**config.mk**
```make
export PLATFORM = sky130hd
export DESIGN_NAME = jtag_tap_core
export DESIGN_NICKNAME = d
export VERILOG_FILES = /design/src/rtl/jtag_tap_core.sv
export SDC_FILE = /design/constraint.sdc
export NUM_CORES = 1
export LEC_CHECK = 0
export CORE_ASPECT_RATIO = 0.5
export CORE_MARGIN = 4
export CORE_UTILIZATION = 55
export CTS_CLUSTER_DIAMETER = 100
export CTS_CLUSTER_SIZE = 14
export DETAILED_ROUTE_END_ITERATION = 10
export GPL_ROUTABILITY_DRIVEN = 0
export GPL_TIMING_DRIVEN = 0
export PLACE_DENSITY = 0.77
export RECOVER_POWER = 50
export SLEW_MARGIN = 20
export SYNTH_ARGS = -nofsm -noshare
export SYNTH_HDL_FRONTEND = slang
export SYNTH_SLANG_ARGS = --single-unit
```
**constraint.sdc**
```tcl
create_clock -name TCK -period 5.5 [get_ports TCK]
set_clock_uncertainty 0.15 [all_clocks]
set_input_delay 0.825 -clock TCK [delete_from_list [all_inputs] [get_ports TCK]]
set_output_delay 0.825 -clock TCK [all_outputs]
set_load 0.005 [all_outputs]
```
**src/rtl/jtag_tap_core.sv**
```systemverilog
// IEEE 1149.1 TAP core: TAP controller, instruction register, BYPASS and IDCODE
// data registers, and steering of up to NUM_USER external user DR chains onto TDO.
module jtag_tap_core #(
    parameter int unsigned IR_WIDTH   = 4,
    parameter logic [31:0] IDCODE_VAL = 32'h1234_5679,
    parameter int unsigned IDCODE_OP  = 1,
    parameter int unsigned USER_BASE  = 8,
    parameter int unsigned NUM_USER   = 2
) (
    input  logic                TCK,
    input  logic                TRST,
    input  logic                TMS,
    input  logic                TDI,
    output logic                TDO,
    output logic                TDO_EN,
    output logic [3:0]          state_out,
    output logic [IR_WIDTH-1:0] ir_out,
    output logic                test_logic_reset,
    output logic                capture_dr,
    output logic                shift_dr,
    output logic                update_dr,
    output logic [NUM_USER-1:0] user_sel,
    input  logic [NUM_USER-1:0] user_tdo
);

    typedef enum logic [3:0] {
        TLR    = 4'h0, RTI    = 4'h1, SEL_DR = 4'h2, CAP_DR = 4'h3,
        SH_DR  = 4'h4, EX1_DR = 4'h5, PAU_DR = 4'h6, EX2_DR = 4'h7,
        UPD_DR = 4'h8, SEL_IR = 4'h9, CAP_IR = 4'hA, SH_IR  = 4'hB,
        EX1_IR = 4'hC, PAU_IR = 4'hD, EX2_IR = 4'hE, UPD_IR = 4'hF
    } tap_state_e;

    localparam logic [IR_WIDTH-1:0] IDCODE_IR  = IR_WIDTH'(IDCODE_OP);
    localparam logic [IR_WIDTH-1:0] IR_CAPTURE = IR_WIDTH'(1);
    localparam logic [IR_WIDTH-1:0] IR_ONES    = '1;

    tap_state_e            state;
    tap_state_e            state_next;
    logic [IR_WIDTH-1:0]   ir;
    logic [IR_WIDTH-1:0]   ir_sr;
    logic                  bypass_reg;
    logic [31:0]           idcode_sr;
    logic                  sel_idcode;
    logic                  sel_user;
    logic                  sel_bypass;
    logic [NUM_USER-1:0]   user_sel_c;
    logic                  dr_tdo;

    // NOTE: every signal written in an always_comb gets a default first, so no
    // path through the block can leave it unassigned and infer a latch.
    always_comb begin
        state_next = state;
        case (state)
            TLR:     state_next = TMS ? TLR    : RTI;
            RTI:     state_next = TMS ? SEL_DR : RTI;
            SEL_DR:  state_next = TMS ? SEL_IR : CAP_DR;
            CAP_DR:  state_next = TMS ? EX1_DR : SH_DR;
            SH_DR:   state_next = TMS ? EX1_DR : SH_DR;
            EX1_DR:  state_next = TMS ? UPD_DR : PAU_DR;
            PAU_DR:  state_next = TMS ? EX2_DR : PAU_DR;
            EX2_DR:  state_next = TMS ? UPD_DR : SH_DR;
            UPD_DR:  state_next = TMS ? SEL_DR : RTI;
            SEL_IR:  state_next = TMS ? TLR    : CAP_IR;
            CAP_IR:  state_next = TMS ? EX1_IR : SH_IR;
            SH_IR:   state_next = TMS ? EX1_IR : SH_IR;
            EX1_IR:  state_next = TMS ? UPD_IR : PAU_IR;
            PAU_IR:  state_next = TMS ? EX2_IR : PAU_IR;
            EX2_IR:  state_next = TMS ? UPD_IR : SH_IR;
            UPD_IR:  state_next = TMS ? SEL_DR : RTI;
            default: state_next = TLR;
        endcase
    end

    // NOTE: sequential state uses non-blocking assignments so every register
    // samples the pre-edge values, independent of block ordering.
    always_ff @(posedge TCK or negedge TRST) begin
        if (!TRST) state <= TLR;
        else       state <= state_next;
    end

    // Instruction decode; an all-ones opcode is always BYPASS.
    always_comb begin
        sel_idcode = (ir == IDCODE_IR) && (ir != IR_ONES);
        user_sel_c = '0;
        for (int k = 0; k < NUM_USER; k++) begin
            if (!sel_idcode && (ir == IR_WIDTH'(USER_BASE + k)))
                user_sel_c[k] = 1'b1;
        end
        sel_user   = |user_sel_c;
        sel_bypass = !sel_idcode && !sel_user;
    end

    // Reload on the edge that enters TLR, so ir is valid as soon as TLR is.
    always_ff @(posedge TCK or negedge TRST) begin
        if (!TRST)                    ir <= IDCODE_IR;
        else if (state_next == TLR)   ir <= IDCODE_IR;
        else if (state == UPD_IR)     ir <= ir_sr;
    end

    always_ff @(posedge TCK or negedge TRST) begin
        if (!TRST)                ir_sr <= IR_CAPTURE;
        else if (state == CAP_IR) ir_sr <= IR_CAPTURE;
        else if (state == SH_IR)  ir_sr <= {TDI, ir_sr[IR_WIDTH-1:1]};
    end

    always_ff @(posedge TCK or negedge TRST) begin
        if (!TRST) begin
            bypass_reg <= 1'b0;
            idcode_sr  <= IDCODE_VAL;
        end else begin
            if (sel_bypass && state == CAP_DR) bypass_reg <= 1'b0;
            if (sel_bypass && state == SH_DR)  bypass_reg <= TDI;
            if (sel_idcode && state == CAP_DR) idcode_sr  <= IDCODE_VAL;
            if (sel_idcode && state == SH_DR)  idcode_sr  <= {TDI, idcode_sr[31:1]};
        end
    end

    // user_sel is one-hot, so masking and OR-reducing acts as the chain mux.
    always_comb begin
        dr_tdo = bypass_reg;
        if (sel_user)        dr_tdo = |(user_tdo & user_sel_c);
        else if (sel_idcode) dr_tdo = idcode_sr[0];
    end

    always_ff @(negedge TCK or negedge TRST) begin
        if (!TRST) begin
            TDO    <= 1'b0;
            TDO_EN <= 1'b0;
        end else begin
            case (state)
                SH_IR: begin
                    TDO    <= ir_sr[0];
                    TDO_EN <= 1'b1;
                end
                SH_DR: begin
                    TDO    <= dr_tdo;
                    TDO_EN <= 1'b1;
                end
                default: begin
                    TDO    <= 1'b0;
                    TDO_EN <= 1'b0;
                end
            endcase
        end
    end

    assign state_out        = state;
    assign ir_out           = ir;
    assign user_sel         = user_sel_c;
    assign test_logic_reset = (state == TLR);
    assign capture_dr       = (state == CAP_DR) && sel_user;
    assign shift_dr         = (state == SH_DR)  && sel_user;
    assign update_dr        = (state == UPD_DR) && sel_user;

endmodule

```
==> Implementation_results.wiki, run 1 <==
{| class="wikitable"
! Metric !! Value
|-
| Dpl ws || 681 ps
|-
| Critical R2R Launch || ir_out[1]$_DFFE_PN0P_
|-
| CP Capture Type || output port
|-
| Number of warnings reported in the yosys synthesis log || 0
|-
| Via count of the first global-routing pass || 1515
|-
| Register area || 1200 um^2
|-
| Number of input and output port buffers inserted || 21
|-
| Tot GR Track Use || 19.6%
|-
| Clock tree from TritonCTS || built
|-
| Maximum level of the CTS H-tree || 2
|-
| Leftover overflow at the end of global routing || 0
|-
| Via density || 5.83
|-
| DRC violations left || 0
|-
| Die X-Extent || 94.5 um
|-
| Routed via count || 1528
|-
| Nets in the synthesized netlist || 187
|-
| Worst hold-check path type || flop to flop
|-
| Most area-hungry cell type in the Yosys netlist || sky130_fd_sc_hd__dfrtp_1
|-
| Number of setup violations in the final report || 0
|-
| Number of CTS-inserted buffers || 5
|-
| Startpoint-to-endpoint class of the critical path || flop to output port
|-
| Total setup buffers inserted after CTS || 0
|-
| DIE AREA || 4840 um^2
|-
| Worst EP arrival || 3930 ps
|-
| Setup repair after global routing missed its margin || no
|-
| Startpoint kind of the worst setup timing path || flop
|-
| Ordered list of cells on the worst path || clkdlybuf4s50_1
|-
| Clock latency on the worst-skew pair || 300 ps
|-
| Adder-cell area share of the yosys netlist || 0%
|-
| Drt first pass iters || 4
|-
| Initial core utilization || 58.6%
|-
| XOR/XNOR Fraction of Synth Area || 0.426%
|-
| Core region area || 3510 um^2
|-
| Hold Startpoint || ir_sr[0]$_DFFE_PN1N_
|-
| Worst Max-Slew Pin Slew || 762 ps
|-
| Delay contributed by the slowest stage of the critical path || 490 ps
|-
| Crit path to || TDO
|-
| Number of antenna repair diodes || 0
|-
| Highest-delay cell along the critical path || sky130_fd_sc_hd__clkdlybuf4s50_1
|-
| Biggest register || idcode_sr
|-
| Worst r2r path cells || 4
|-
| Post-synth EDFFs || 0
|-
| Largest register FFs || 32
|-
| Multiplexer area fraction after synthesis || 2.01%
|-
| Total of flip-flops plus latches after synthesis || 47
|-
| Launch point of the worst path || TDO$_DFF_NN0_
|-
| Relative slew slack || 49.2%
|-
| HPWL reported at the end of detailed placement || 2.84 mm
|-
| Die H || 51.2 um
|-
| Share of the synthesized area in compound gates (AO/OA/AOI/OAI) || 21.7%
|-
| Total of fill cells in the finished design || 278
|-
| Synth cell types || 37
|-
| Sequential area share after synthesis || 58.2%
|-
| Root cell of the clock tree || sky130_fd_sc_hd__clkbuf_8
|-
| P&R area growth vs syn || 18.0%
|-
| Critical Path RT || 4530 ps
|-
| Endpoints failing hold || 0
|-
| Remaining antenna violation count after routing || 0
|-
| Sum of buffers and inverters on the critical path || 1
|-
| Top post-synthesis cells by area || sky130_fd_sc_hd__dfrtp_1 35%, sky130_fd_sc_hd__dfstp_2 20%, sky130_fd_sc_hd__a22o_1 7.7%
|-
| Simple-gate share of the synthesized area || 12.4%
|-
| Fraction of final layout cells with drive strength greater than 1 || 17.1%
|-
| Critical register-to-register path endpoint || TDO$_DFF_NN0_
|-
| CTS clk-pin slew, worst paths || 80 ps
|-
| Cell count along the critical path || 1
|-
| Per-instance average area after synthesis || 11.4 um^2
|-
| Cells resized by post-CTS repair || 0
|-
| Max Cap Violations || 0
|-
| Top flip-flop cell by instance count after synthesis || sky130_fd_sc_hd__dfrtp_1
|-
| Commonest cells in the synthesized netlist || 29 x sky130_fd_sc_hd__dfrtp_1, 18 x sky130_fd_sc_hd__a22o_1, 16 x sky130_fd_sc_hd__dfstp_2
|-
| Post-detailed-route wirelength per cell || 15.7 um
|-
| Total Neg Setup Slack || 0 ps
|-
| Final Worst Setup Slack || 593 ps
|-
| Cell Area, Synth || 2060 um^2
|-
| Final #Nets || 216
|-
| Leak Pwr || 0.00104 uW
|-
| Final max-slew violation count || 0
|-
| Maximum root-to-sink buffer count || 2
|-
| Most common cell in the synthesized netlist || sky130_fd_sc_hd__dfrtp_1
|-
| Delay-heaviest family, CP || buffers and inverters
|-
| Largest net degree at the start of global routing || 36
|-
| Proportion of register bits with asynchronous set or reset after synthesis || 100%
|-
| Main combinational cell family by area after synthesis || compound AO/OA/AOI/OAI gates
|-
| Initial antenna violation count || 0
|-
| Initial detailed-routing violation count || 46
|-
| Status || finished, final reports clean
|-
| Minimum setup slack among reg-to-reg paths || 1020 ps
|-
| WL final || 4.11 mm
|-
| Peak supply drop || 0.284 mV
|-
| Power density normalized to cell area || 590 nW/um^2
|-
| Hold buffers post-CTS || 0
|-
| Largest fanout of any net on the critical path || 1
|-
| Number of sinks driven by the clock tree || 47
|-
| Proportion of netlist area held by the largest area contributor || 35.3%
|-
| Synth Instances || 181
|-
| Number of primary I/O pins || 22
|-
| Placement row count || 15
|-
| Area occupied by multi-input gates || 747 um^2
|-
| Wire length of the first global-routing pass || 7.14 mm
|}
metal layers:
metal	part of all wire, %	up-vias	global-route usage, %
li1	-	720	-
met1	46	762	25.0
met2	47	42	32.3
met3	4.8	4	5.44
met4	1.4	0	7.18
met5	0	-	0
layout make-up:
type	instances	area share, %
sequential	47	49.3
multi-input combinational	114	30.8
timing repair buffer	22	9.23
buffer	16	3.92
clock buffer	6	2.99
tap	51	2.63
inverter	4	0.619
clock inverter	2	0.567
through the flow:
stage               total power, uW  hold slack, ps  std cells  area [um^2]  util, %
finish                         1430             342        262         2430     69.2
global route                   1540             368        262         2430     69.2
CTS                            1440             257        262         2430     69.3
detailed placement             1230             330        254         2350     66.8
global placement               1210             316        253         2330     66.4
floorplan                      1030             307        181         2060        -
logic make-up (layout without fill, tap and decap cells):
group,count (synthesis),in the layout
buf+inv,20,50
compound gates,59,59
xor+xnor,1,1
simple gates,50,50
flops,47,47
mux,4,4
power by group:
group | switching (uW) | total (uW) | internal, uW
clock | 117 | 207 | 89.9
sequential | 93.4 | 620 | 526
combinational | 303 | 606 | 303
how the worst min path moves through the flow:
stage                                            to  slack [ps]  depth (start not counted)
final                          ir_sr[0]$_DFFE_PN1N_         340                          2
after global placement         ir_sr[0]$_DFFE_PN1N_         320                          2
after global routing      idcode_sr[31]$_DFFE_PN0P_         370                          1
after CTS                      ir_sr[3]$_DFFE_PN0N_         260                          1
after floorplan                ir_sr[0]$_DFFE_PN1N_         310                          2
after detailed placement       ir_sr[0]$_DFFE_PN1N_         330                          2
placed cells by master, fill, tap and decap left out, types with 5 or more instances in the layout:
cell type / Yosys / routed
sky130_fd_sc_hd__clkdlybuf4s50_1: 0 / 19
sky130_fd_sc_hd__a21oi_1: 8 / 8
sky130_fd_sc_hd__o22a_1: 14 / 14
sky130_fd_sc_hd__o21ai_0: 11 / 11
sky130_fd_sc_hd__nand2_1: 14 / 14
sky130_fd_sc_hd__a22o_1: 18 / 18
sky130_fd_sc_hd__dfrtp_1: 29 / 29
sky130_fd_sc_hd__nor2_1: 14 / 14
sky130_fd_sc_hd__dfstp_2: 16 / 16
sky130_fd_sc_hd__clkbuf_8: 0 / 5
sky130_fd_sc_hd__clkbuf_1: 8 / 10
Power figures use the tool's default switching activity.
==> inputs of run 2 (changes only) <==
- HOLD_SLACK_MARGIN: default -> 0.15
==> results of run 2 <==
No change in the layout: final DEF, timing and power equal those of run 1.
==> inputs of run 3 (changes only) <==
- CORE_MARGIN: 4 -> 2
==> Implementation_results.wiki, run 3 (same netlist as run 1, synthesis figures left out) <==
{| class="wikitable"
! Metric !! Value
|-
| Setup repair after global routing missed its margin || no
|-
| Peak supply drop || 0.309 mV
|-
| Total Neg Setup Slack || 0 ps
|-
| Worst hold-check path type || flop to flop
|-
| Number of antenna repair diodes || 0
|-
| Number of setup violations in the final report || 0
|-
| Number of input and output port buffers inserted || 21
|-
| Power density normalized to cell area || 606 nW/um^2
|-
| Placement row count || 15
|-
| Final #Nets || 216
|-
| HPWL reported at the end of detailed placement || 2.67 mm
|-
| Clock tree from TritonCTS || built
|-
| Tot GR Track Use || 20.2%
|-
| Initial core utilization || 58.6%
|-
| Number of sinks driven by the clock tree || 47
|-
| Largest net degree at the start of global routing || 36
|-
| Highest-delay cell along the critical path || sky130_fd_sc_hd__clkdlybuf4s50_1
|-
| Ordered list of cells on the worst path || clkdlybuf4s50_1
|-
| Total of fill cells in the finished design || 283
|-
| P&R area growth vs syn || 19.7%
|-
| CTS clk-pin slew, worst paths || 90 ps
|-
| Root cell of the clock tree || sky130_fd_sc_hd__clkbuf_8
|-
| Area occupied by multi-input gates || 747 um^2
|-
| CP Capture Type || output port
|-
| Register area || 1200 um^2
|-
| Endpoints failing hold || 0
|-
| Drt first pass iters || 4
|-
| Startpoint-to-endpoint class of the critical path || flop to output port
|-
| Via density || 5.78
|-
| Max Cap Violations || 0
|-
| Initial detailed-routing violation count || 56
|-
| Maximum level of the CTS H-tree || 2
|-
| Startpoint kind of the worst setup timing path || flop
|-
| DIE AREA || 4270 um^2
|-
| Worst Max-Slew Pin Slew || 764 ps
|-
| WL final || 3.97 mm
|-
| Critical Path RT || 4530 ps
|-
| Number of primary I/O pins || 22
|-
| Sum of buffers and inverters on the critical path || 1
|-
| Post-Place Cell Area || 2350 um^2
|-
| Leading cell type in the layout, fill and taps excluded || sky130_fd_sc_hd__dfrtp_1
|-
| Leak Pwr || 0.00106 uW
|-
| Via count of the first global-routing pass || 1453
|-
| DRC violations left || 0
|-
| Cells resized by post-CTS repair || 0
|-
| Fraction of final layout cells with drive strength greater than 1 || 17.5%
|-
| Highest-count cells in the layout ignoring fill and taps || 29 x sky130_fd_sc_hd__dfrtp_1, 19 x sky130_fd_sc_hd__clkdlybuf4s50_1, 18 x sky130_fd_sc_hd__a22o_1
|-
| Largest register FFs || 32
|-
| Post-detailed-route wirelength per cell || 15.1 um
|-
| Hold buffers post-CTS || 0
|-
| Remaining antenna violation count after routing || 0
|-
| Power, Total || 1490 uW
|-
| Maximum root-to-sink buffer count || 2
|-
| Routed via count || 1514
|-
| Leftover overflow at the end of global routing || 0
|-
| Core region area || 3510 um^2
|-
| Clock latency on the worst-skew pair || 300 ps
|-
| Design area || 2460 um^2
|-
| Die H || 47.2 um
|-
| Final max-slew violation count || 0
|-
| Post-route core utilization || 70.2%
|-
| Biggest register || idcode_sr
|-
| Wire length of the first global-routing pass || 6.58 mm
|-
| Delay contributed by the slowest stage of the critical path || 500 ps
|-
| Status || finished, final reports clean
|-
| Worst EP arrival || 3930 ps
|-
| Largest fanout of any net on the critical path || 1
|-
| Die X-Extent || 90.5 um
|-
| Delay-heaviest family, CP || buffers and inverters
|-
| Relative slew slack || 49.0%
|-
| Total setup buffers inserted after CTS || 0
|-
| Number of CTS-inserted buffers || 5
|-
| Initial antenna violation count || 0
|}
-- run 3: cell type report --
class	instances	area share, %
multi-input cells	114	30.3
clock buffers	6	3.35
repair buffers	22	9.10
flip-flops and latches	47	48.6
clock inverters	2	1.58
inverters	4	0.610
plain buffers	16	3.86
well taps	51	2.59
-- run 3: per-stage QoR --
step / cells / worst slack (ps) / hold WS [ps]
3_3_place_gp: 253 / -364 / 315
2_1_floorplan: 181 / 1130 / 307
6_report: 262 / 593 / 357
4_1_cts: 262 / 581 / 257
3_5_place_dp: 254 / 665 / 337
5_1_grt: 262 / 558 / 373
-- run 3: where the power goes --
| group | internal, uW | leakage [uW] | switching, uW | total, uW |
|---|---|---|---|---|
| sequential | 526 | 0.000575 | 91.1 | 617 |
| combinational | 303 | 0.000421 | 303 | 606 |
| clock | 150 | 0.0000618 | 119 | 268 |
| total | 979 | 0.00106 | 513 | 1490 |
-- run 3: path summary, 6_finish.rpt --
path | slack, ps | depth (start not counted) | startpoint | endpoint
setup reg to reg | 1010 | 4 | ir_out[1]$_DFFE_PN0P_ | TDO$_DFF_NN0_
hold / removal | 360 | 1 | idcode_sr[31]$_DFFE_PN0P_ | idcode_sr[31]$_DFFE_PN0P_
max in group asynchronous | 1490 | 2 | TRST | TDO$_DFF_NN0_
setup / recovery | 590 | 1 | TDO$_DFF_NN0_ | TDO
min in group asynchronous | 410 | 1 | TRST | state_out[0]$_DFF_PN0_
hold reg to reg | 360 | 1 | idcode_sr[31]$_DFFE_PN0P_ | idcode_sr[31]$_DFFE_PN0P_
-- run 3: routing by layer --
metal	routed length, um	track usage [%]	vias up
met5	0	0	-
li1	-	-	724
met3	129	5.14	6
met2	1870	34.5	28
met4	65	9.23	0
met1	1900	25.8	756
